### src/rtl/ysyx_25050147_core_pkg.sv
// Shared types and constants for the multi-cycle fetch/execute sequencer.
package ysyx_25050147_core_pkg;

  typedef enum logic [1:0] {
    StFetch = 2'd0,
    StWait  = 2'd1,
    StExec  = 2'd2,
    StHalt  = 2'd3
  } seq_state_e;

  localparam logic [4:0] OP_EBREAK = 5'd0;
  localparam logic [4:0] OP_JUMP   = 5'd1;

  localparam logic [1:0] HALT_EBREAK   = 2'd0;
  localparam logic [1:0] HALT_BUS_ERR  = 2'd1;
  localparam logic [1:0] HALT_TIMEOUT  = 2'd2;
  localparam logic [1:0] HALT_MISALIGN = 2'd3;

  localparam logic [31:0] RESET_PC_DEFAULT = 32'h8000_0000;

endpackage

### src/rtl/ysyx_25050147_mc_seq_if.sv
// Instruction-memory request/response channel between sequencer (master) and memory (slave).
interface ysyx_25050147_mc_seq_if #(
  parameter int unsigned XLEN = 32
);
  logic            imem_req_valid;
  logic            imem_req_ready;
  logic [XLEN-1:0] imem_req_addr;
  logic            imem_rsp_valid;
  logic [31:0]     imem_rsp_data;
  logic            imem_rsp_err;

  modport master (
    output imem_req_valid,
    output imem_req_addr,
    input  imem_req_ready,
    input  imem_rsp_valid,
    input  imem_rsp_data,
    input  imem_rsp_err
  );

  modport slave (
    input  imem_req_valid,
    input  imem_req_addr,
    output imem_req_ready,
    output imem_rsp_valid,
    output imem_rsp_data,
    output imem_rsp_err
  );
endinterface

### src/rtl/ysyx_25050147_perf_cnt.sv
// 64-bit event counter that sticks at all-ones instead of wrapping.
module ysyx_25050147_perf_cnt (
  input  logic        clk,
  input  logic        rst_n,
  input  logic        en,
  output logic [63:0] count
);
  logic [63:0] count_q, count_d;

  always_comb begin
    count_d = count_q;
    if (en && (count_q != '1)) count_d = count_q + 64'd1;
  end

  always_ff @(posedge clk or negedge rst_n) begin
    if (!rst_n) count_q <= '0;
    else        count_q <= count_d;
  end

  assign count = count_q;
endmodule

### src/rtl/ysyx_25050147_mc_seq.sv
// Multi-cycle fetch/wait/exec sequencer owning PC, IR and writeback gating.
// Define YSYX_25050147_PERF_CNT_EN to build the cycle/instret counters.
module ysyx_25050147_mc_seq
  import ysyx_25050147_core_pkg::*;
#(
  parameter int unsigned     XLEN     = 32,
  parameter logic [XLEN-1:0] RESET_PC = XLEN'(RESET_PC_DEFAULT),
  parameter int unsigned     TIMEOUT  = 16
) (
  input  logic                   clk,
  input  logic                   rst_n,
  ysyx_25050147_mc_seq_if.master imem,
  output logic [31:0]            inst,
  input  logic [4:0]             op_type,
  input  logic [4:0]             rd,
  input  logic [XLEN-1:0]        exu_result,
  output logic [XLEN-1:0]        pc,
  output logic                   rf_wen,
  output logic [4:0]             rf_waddr,
  output logic [XLEN-1:0]        rf_wdata,
  output logic                   retire,
  output logic                   halted,
  output logic [1:0]             halt_code,
  output logic                   ebreak_pulse,
  output logic [63:0]            perf_cycles,
  output logic [63:0]            perf_instret
);
  // Counter holds 0..TIMEOUT-1; the last WAIT cycle is the one where it equals CntMax.
  localparam int unsigned   CntW   = (TIMEOUT > 1) ? $clog2(TIMEOUT) : 1;
  localparam logic [CntW-1:0] CntMax = CntW'(TIMEOUT - 1);

  seq_state_e      state_q, state_d;
  logic [XLEN-1:0] pc_q, pc_d;
  logic [31:0]     inst_q, inst_d;
  logic [1:0]      code_q, code_d;
  logic [CntW-1:0] cnt_q, cnt_d;
  logic [XLEN-1:0] target, pc_plus4;

  assign target   = exu_result & ~XLEN'(1);
  assign pc_plus4 = pc_q + XLEN'(4);

  always_comb begin
    state_d        = state_q;
    pc_d           = pc_q;
    inst_d         = inst_q;
    code_d         = code_q;
    cnt_d          = cnt_q;
    imem.imem_req_valid = 1'b0;
    rf_wdata       = exu_result;
    retire         = 1'b0;
    ebreak_pulse   = 1'b0;
    unique case (state_q)
      StFetch: begin
        imem.imem_req_valid = 1'b1;
        if (imem.imem_req_ready) begin
          state_d = StWait;
          cnt_d   = '0;
        end
      end
      StWait: begin
        // A response arriving on the timeout cycle still wins.
        if (imem.imem_rsp_valid) begin
          if (imem.imem_rsp_err) begin
            state_d = StHalt;
            code_d  = HALT_BUS_ERR;
          end else begin
            inst_d  = imem.imem_rsp_data;
            state_d = StExec;
          end
        end else if (cnt_q == CntMax) begin
          state_d = StHalt;
          code_d  = HALT_TIMEOUT;
        end else begin
          cnt_d = cnt_q + CntW'(1);
        end
      end
      StExec: begin
        if (op_type == OP_EBREAK) begin
          ebreak_pulse = 1'b1;
          state_d      = StHalt;
          code_d       = HALT_EBREAK;
        end else if (op_type == OP_JUMP) begin
          if (target[1:0] != 2'b00) begin
            state_d = StHalt;
            code_d  = HALT_MISALIGN;
          end else begin
            rf_wdata = pc_plus4;
            pc_d     = target;
            retire   = 1'b1;
            state_d  = StFetch;
          end
        end else begin
          pc_d    = pc_plus4;
          retire  = 1'b1;
          state_d = StFetch;
        end
      end
      StHalt: begin
      end
    endcase
    rf_wen = retire && (rd != 5'd0);
  end

  always_ff @(posedge clk or negedge rst_n) begin
    if (!rst_n) begin
      state_q <= StFetch;
      pc_q    <= RESET_PC;
      inst_q  <= '0;
      code_q  <= HALT_EBREAK;
      cnt_q   <= '0;
    end else begin
      state_q <= state_d;
      pc_q    <= pc_d;
      inst_q  <= inst_d;
      code_q  <= code_d;
      cnt_q   <= cnt_d;
    end
  end

  assign imem.imem_req_addr = pc_q;
  assign pc        = pc_q;
  assign inst      = inst_q;
  assign rf_waddr  = rd;
  assign halted    = (state_q == StHalt);
  assign halt_code = code_q;

`ifdef YSYX_25050147_PERF_CNT_EN
  ysyx_25050147_perf_cnt u_cycles (
    .clk   (clk),
    .rst_n (rst_n),
    .en    (!halted),
    .count (perf_cycles)
  );

  ysyx_25050147_perf_cnt u_instret (
    .clk   (clk),
    .rst_n (rst_n),
    .en    (retire),
    .count (perf_instret)
  );
`else
  assign perf_cycles  = 64'd0;
  assign perf_instret = 64'd0;
`endif
endmodule

### src/flat_wrapper.sv
// flat-port wrapper written by rule: the top's interface ports become plain ports
module ysyx_25050147_mc_seq_flat import ysyx_25050147_core_pkg::*;
#(
  parameter int unsigned     XLEN     = 32,
  parameter logic [XLEN-1:0] RESET_PC = XLEN'(RESET_PC_DEFAULT),
  parameter int unsigned     TIMEOUT  = 16
)
  (clk, rst_n, inst, op_type, rd, exu_result, pc, rf_wen, rf_waddr, rf_wdata, retire, halted, halt_code, ebreak_pulse, perf_cycles, perf_instret, imem_imem_req_valid, imem_imem_req_addr, imem_imem_req_ready, imem_imem_rsp_valid, imem_imem_rsp_data, imem_imem_rsp_err);
  ysyx_25050147_mc_seq_if #(.XLEN(XLEN)) imem_i ();
  input  logic clk;
  input  logic rst_n;
  output logic [31:0] inst;
  input  logic [4:0] op_type;
  input  logic [4:0] rd;
  input  logic [XLEN-1:0] exu_result;
  output logic [XLEN-1:0] pc;
  output logic rf_wen;
  output logic [4:0] rf_waddr;
  output logic [XLEN-1:0] rf_wdata;
  output logic retire;
  output logic halted;
  output logic [1:0] halt_code;
  output logic ebreak_pulse;
  output logic [63:0] perf_cycles;
  output logic [63:0] perf_instret;
  output wire logic [$bits(imem_i.imem_req_valid)-1:0] imem_imem_req_valid;
  output wire logic [$bits(imem_i.imem_req_addr)-1:0] imem_imem_req_addr;
  input wire logic [$bits(imem_i.imem_req_ready)-1:0] imem_imem_req_ready;
  input wire logic [$bits(imem_i.imem_rsp_valid)-1:0] imem_imem_rsp_valid;
  input wire logic [$bits(imem_i.imem_rsp_data)-1:0] imem_imem_rsp_data;
  input wire logic [$bits(imem_i.imem_rsp_err)-1:0] imem_imem_rsp_err;
  assign imem_imem_req_valid = imem_i.imem_req_valid;
  assign imem_imem_req_addr = imem_i.imem_req_addr;
  assign imem_i.imem_req_ready = imem_imem_req_ready;
  assign imem_i.imem_rsp_valid = imem_imem_rsp_valid;
  assign imem_i.imem_rsp_data = imem_imem_rsp_data;
  assign imem_i.imem_rsp_err = imem_imem_rsp_err;
  ysyx_25050147_mc_seq #(.XLEN(XLEN), .RESET_PC(RESET_PC), .TIMEOUT(TIMEOUT)) u_core (.clk(clk), .rst_n(rst_n), .imem(imem_i), .inst(inst), .op_type(op_type), .rd(rd), .exu_result(exu_result), .pc(pc), .rf_wen(rf_wen), .rf_waddr(rf_waddr), .rf_wdata(rf_wdata), .retire(retire), .halted(halted), .halt_code(halt_code), .ebreak_pulse(ebreak_pulse), .perf_cycles(perf_cycles), .perf_instret(perf_instret));
endmodule
### config.mk
export PLATFORM = sky130hd
export DESIGN_NAME = ysyx_25050147_mc_seq_flat
export DESIGN_NICKNAME = d
export VERILOG_FILES = /design/src/rtl/ysyx_25050147_core_pkg.sv /design/src/rtl/ysyx_25050147_mc_seq_if.sv /design/src/rtl/ysyx_25050147_perf_cnt.sv /design/src/rtl/ysyx_25050147_mc_seq.sv /design/src/flat_wrapper.sv
export SDC_FILE = /design/constraint.sdc
export NUM_CORES = 1
export LEC_CHECK = 0
export CAP_MARGIN = 15
export CELL_PAD_IN_SITES_DETAIL_PLACEMENT = 1
export CELL_PAD_IN_SITES_GLOBAL_PLACEMENT = 1
export CORE_AREA = 2 2 136 138
export CTS_CLUSTER_DIAMETER = 100
export DETAILED_ROUTE_END_ITERATION = 6
export DIE_AREA = 0 0 138 140
export DONT_BUFFER_PORTS = 1
export GPL_ROUTABILITY_DRIVEN = 0
export HOLD_SLACK_MARGIN = 0.05
export PLACE_DENSITY_LB_ADDON = 0.1
export SETUP_SLACK_MARGIN = 0.15
export SYNTH_ARGS = -nofsm -noshare
export SYNTH_HDL_FRONTEND = slang
export SYNTH_HIERARCHICAL = 1
export SYNTH_SLANG_ARGS = --single-unit
### constraint.sdc
create_clock -name clk -period 6.6 [get_ports clk]
set_input_delay 0.66 -clock clk [delete_from_list [all_inputs] [get_ports clk]]
set_output_delay 0.66 -clock clk [all_outputs]
set_load 0.02 [all_outputs]
==> flow_summary_export.csv <==
group,metric,value,unit
timing,timing.final.ws_setup,2.49,ns
route,wl_per_cell,20.0,um
timing,finClkSkew,0.00885,ns
clock_network,clk_pin_slew_worst_paths,0.06,ns
placement,dp_hpwl,11600,um
pwr,power_density,409,mW/mm^2
die,dieHeight,140,um
global_route,grt_use_total,16.5,%
synthesis,synthesis.area,0.00552,mm^2
clock_network,cts_tree,"built",
die,die-area,0.0193,mm^2
setup_path,crit_start,"u_core/imem.imem_req_addr[2]$_DFFE_PN0P_",
layout,design_area,0.00527,mm^2
timing,setup_viol,0,
global_route,grt_pass1_wl,24900,um
route,vias_per_cell,4.92,
route,drt_iter0_drc,141,
placement,post-place-ws,2.77,ns
die,ios,347,
pwr,power,2.16,mW
synthesis,synth_seq_cells,70,
layout,drive_above_1_share,11.9,%
synthesis,syn-mean-instance-area,8.74,um^2
setup_path,criticalPathCategory,"reg -> out",
setup_path,r2r_cells,5,
synthesis,synth_top_area_cell,"dfrtp_1",
pwr,power.leakage,2.36,nW
setup_path,crit_end,"rf_wdata[28]",
global_route,grt-ovfl-total,0,
die,die_w,138,um
timing,maxSlewHeadroom,30.5,%
job,drv_cap,0,
synthesis,dominantRegCellSynth,"dfrtp_1",
setup_path,r2r_start,"u_core/imem.imem_req_addr[2]$_DFFE_PN0P_",
clock_network,cts.path.max_buffers,2,
route,routed_wl,16300,um
synthesis,yosysUniqueCellTypes,58,
global_route,grt_max_degree,70,
die,initial_core_util,31.0,%
setup_path,reg2reg_to,"u_core/imem.imem_req_addr[28]$_DFFE_PN0P_",
layout,antenna_cells,0,
timing,setup_tns,0,ns
pwr,ir_drop,0.156,mV
timing,period_needed,4.11,ns
setup_path,cp_max_fo,9,
clock_network,cts.hold.buffers_added,1,
route,drt.antenna.violating_nets,0,
setup_path,r2r_setup_slack,3.82,ns
placement,placed_area,0.00495,mm^2
clock_network,postCtsSetupBuffers,0,
placement,io_buffers,0,
synthesis,ys_seq_area_share,31.8,%
setup_path,cp_data_arrival_time,3.45,ns
synthesis,synth_edf_count,0,
clock_network,cts_htree_levels,3,
route,vias,4009,
synthesis,netlist_instances,631,
timing,finalHoldViolCount,0,
clock_network,cts_resized,0,
min_path,hold_path.class,"in -> async",
clock_network,clockRootBuffer,"clkbuf_16",
synthesis,ys_warn_count,6,
synthesis,yosys-top-cells-area,"dfrtp_1, buf_4, mux2_2",
timing,drv_slew,0,
run_status,status,"completed",
route,drc,0,
die,num_rows,49,
layout,fin_util,29.6,%
timing,rsz0062_at_grt,"false",
global_route,grt_antenna_before_repair,0,
clock_network,worstSkewPairLatency,0.35,ns
setup_path,critPathLaunchType,"flip-flop",
layout,layout-area-overhead-vs-synth,-4.54,%
timing,fmaxAchievable,0.243,GHz
timing,tightest_slew,1.04,ns
setup_path,cp-end-kind,"output pin",
timing,period_share,62.3,%
clock_network,cts.sink_count,70,
setup_path,crit_required,5.94,ns
global_route,grt_pass1_vias,3967,
route,drt_first_pass_iters,4,
synthesis,netlist.area_leader.share,31.3,%
synthesis,synthArstFlopShare,100,%
clock_network,cts-buffers-inserted,9,
layout,final_nets,666,
die,coreArea,0.0178,mm^2
[final cells by class]
cell class                      count  area, um^2
Fill cell                        2115       12500
Multi-Input combinational cell    488        2860
Sequential cell                    70        1750
Tap cell                          229         287
Clock buffer                        9         225
Clock inverter                      7        62.6
Timing Repair Buffer                4        50.0
Inverter                            8        30.0
[stage by stage]
stage | instances | hold WS (ns)
2_1_floorplan | 762 | 0.364
6_report | 815 | 0.154
4_1_cts | 815 | 0.136
3_3_place_gp | 798 | 0.368
5_1_grt | 815 | 0.132
3_5_place_dp | 798 | 0.368
[cells in the mapped netlist, drive strengths merged (2+ instances only)]
cell and n:
o21ai 51, nor2b 2, inv 8, o21a 2, and2 3, o22a 2
a22oi 8, clkbuf 19, and3 9, a22o 4, mux2i 2, a2bb2oi 7
nor4 4, a31oi 4, nand2b 3, dfrtp 69, xor2 17, buf 177
o2bb2ai 2, ha 6, nand3 25, nand4 11, o311ai 5, and4 5
a21oi 25, nand4b 2, nand2 70, mux2 34, o22ai 10, or4 3
xnor2 11, nor3 4, nor2 17
[report_power, final]
group	internal, mW	switching, mW
combinational	0.236	0.324
clock	0.263	0.222
sequential	0.600	0.510
[sequential cells by signal, indices dropped and copies added (netlist names)]
signal,count
u_core/inst,32
u_core/imem.imem_req_addr,30
u_core/cnt_q,4
u_core/halt_code,2
u_core/state_q,2
[cells in the final DEF, fill, tap and decap left out, types with 10 or more instances in the layout]
cell,count
xnor2_1,11
nand2_1,69
nor2_1,17
mux2_2,34
o22ai_1,10
a21oi_1,24
dfrtp_1,69
o21ai_0,47
conb_1,132
xor2_1,17
nand3_1,24
[routing by layer]
metal	track usage, %	vias to the layer above	share of wire (%)
li1	-	1788	-
met1	20.2	1983	41
met2	27.9	215	49
met3	4.41	23	7.4
met4	6.02	0	2.1
met5	0	-	0
[kinds of logic (layout without fill, tap and decap cells)]
logic type,Yosys count,count (layout),share of synthesized area (%)
AOI/OAI and AO/OA,125,125,14.2
and+or+nand+nor,161,161,15.4
DFF,70,70,31.8
muxes,36,36,7.30
other,1,132,0.0680
adders and majority gates,6,6,1.36
xor gates and xnor gates,28,28,4.45
buffers and inverters,204,28,25.4
[worst max-delay path, stage by stage, from the launching register on]
cell and delay (ns):
dfrtp_1 0.73, ha_1 0.38, nand3_1 0.19, nor2_1 0.69, nand4_1 0.29, xor2_1 0.20
o21ai_0 0.61
[worst min path at each step]
stage	from	slack, ns	cells past startpoint	end
CTS	rst_n	0.14	0	u_core/imem.imem_req_addr[31]$_DFFE_PN1P_
finish	rst_n	0.15	0	u_core/imem.imem_req_addr[31]$_DFFE_PN1P_
global route	rst_n	0.13	0	u_core/imem.imem_req_addr[31]$_DFFE_PN1P_
floorplan	rst_n	0.36	0	u_core/cnt_q[0]$_DFFE_PN0P_
detailed placement	rst_n	0.37	0	u_core/imem.imem_req_addr[2]$_DFFE_PN0P_
global placement	rst_n	0.37	0	u_core/imem.imem_req_addr[18]$_DFFE_PN0P_
Power figures use the tool's default switching activity.
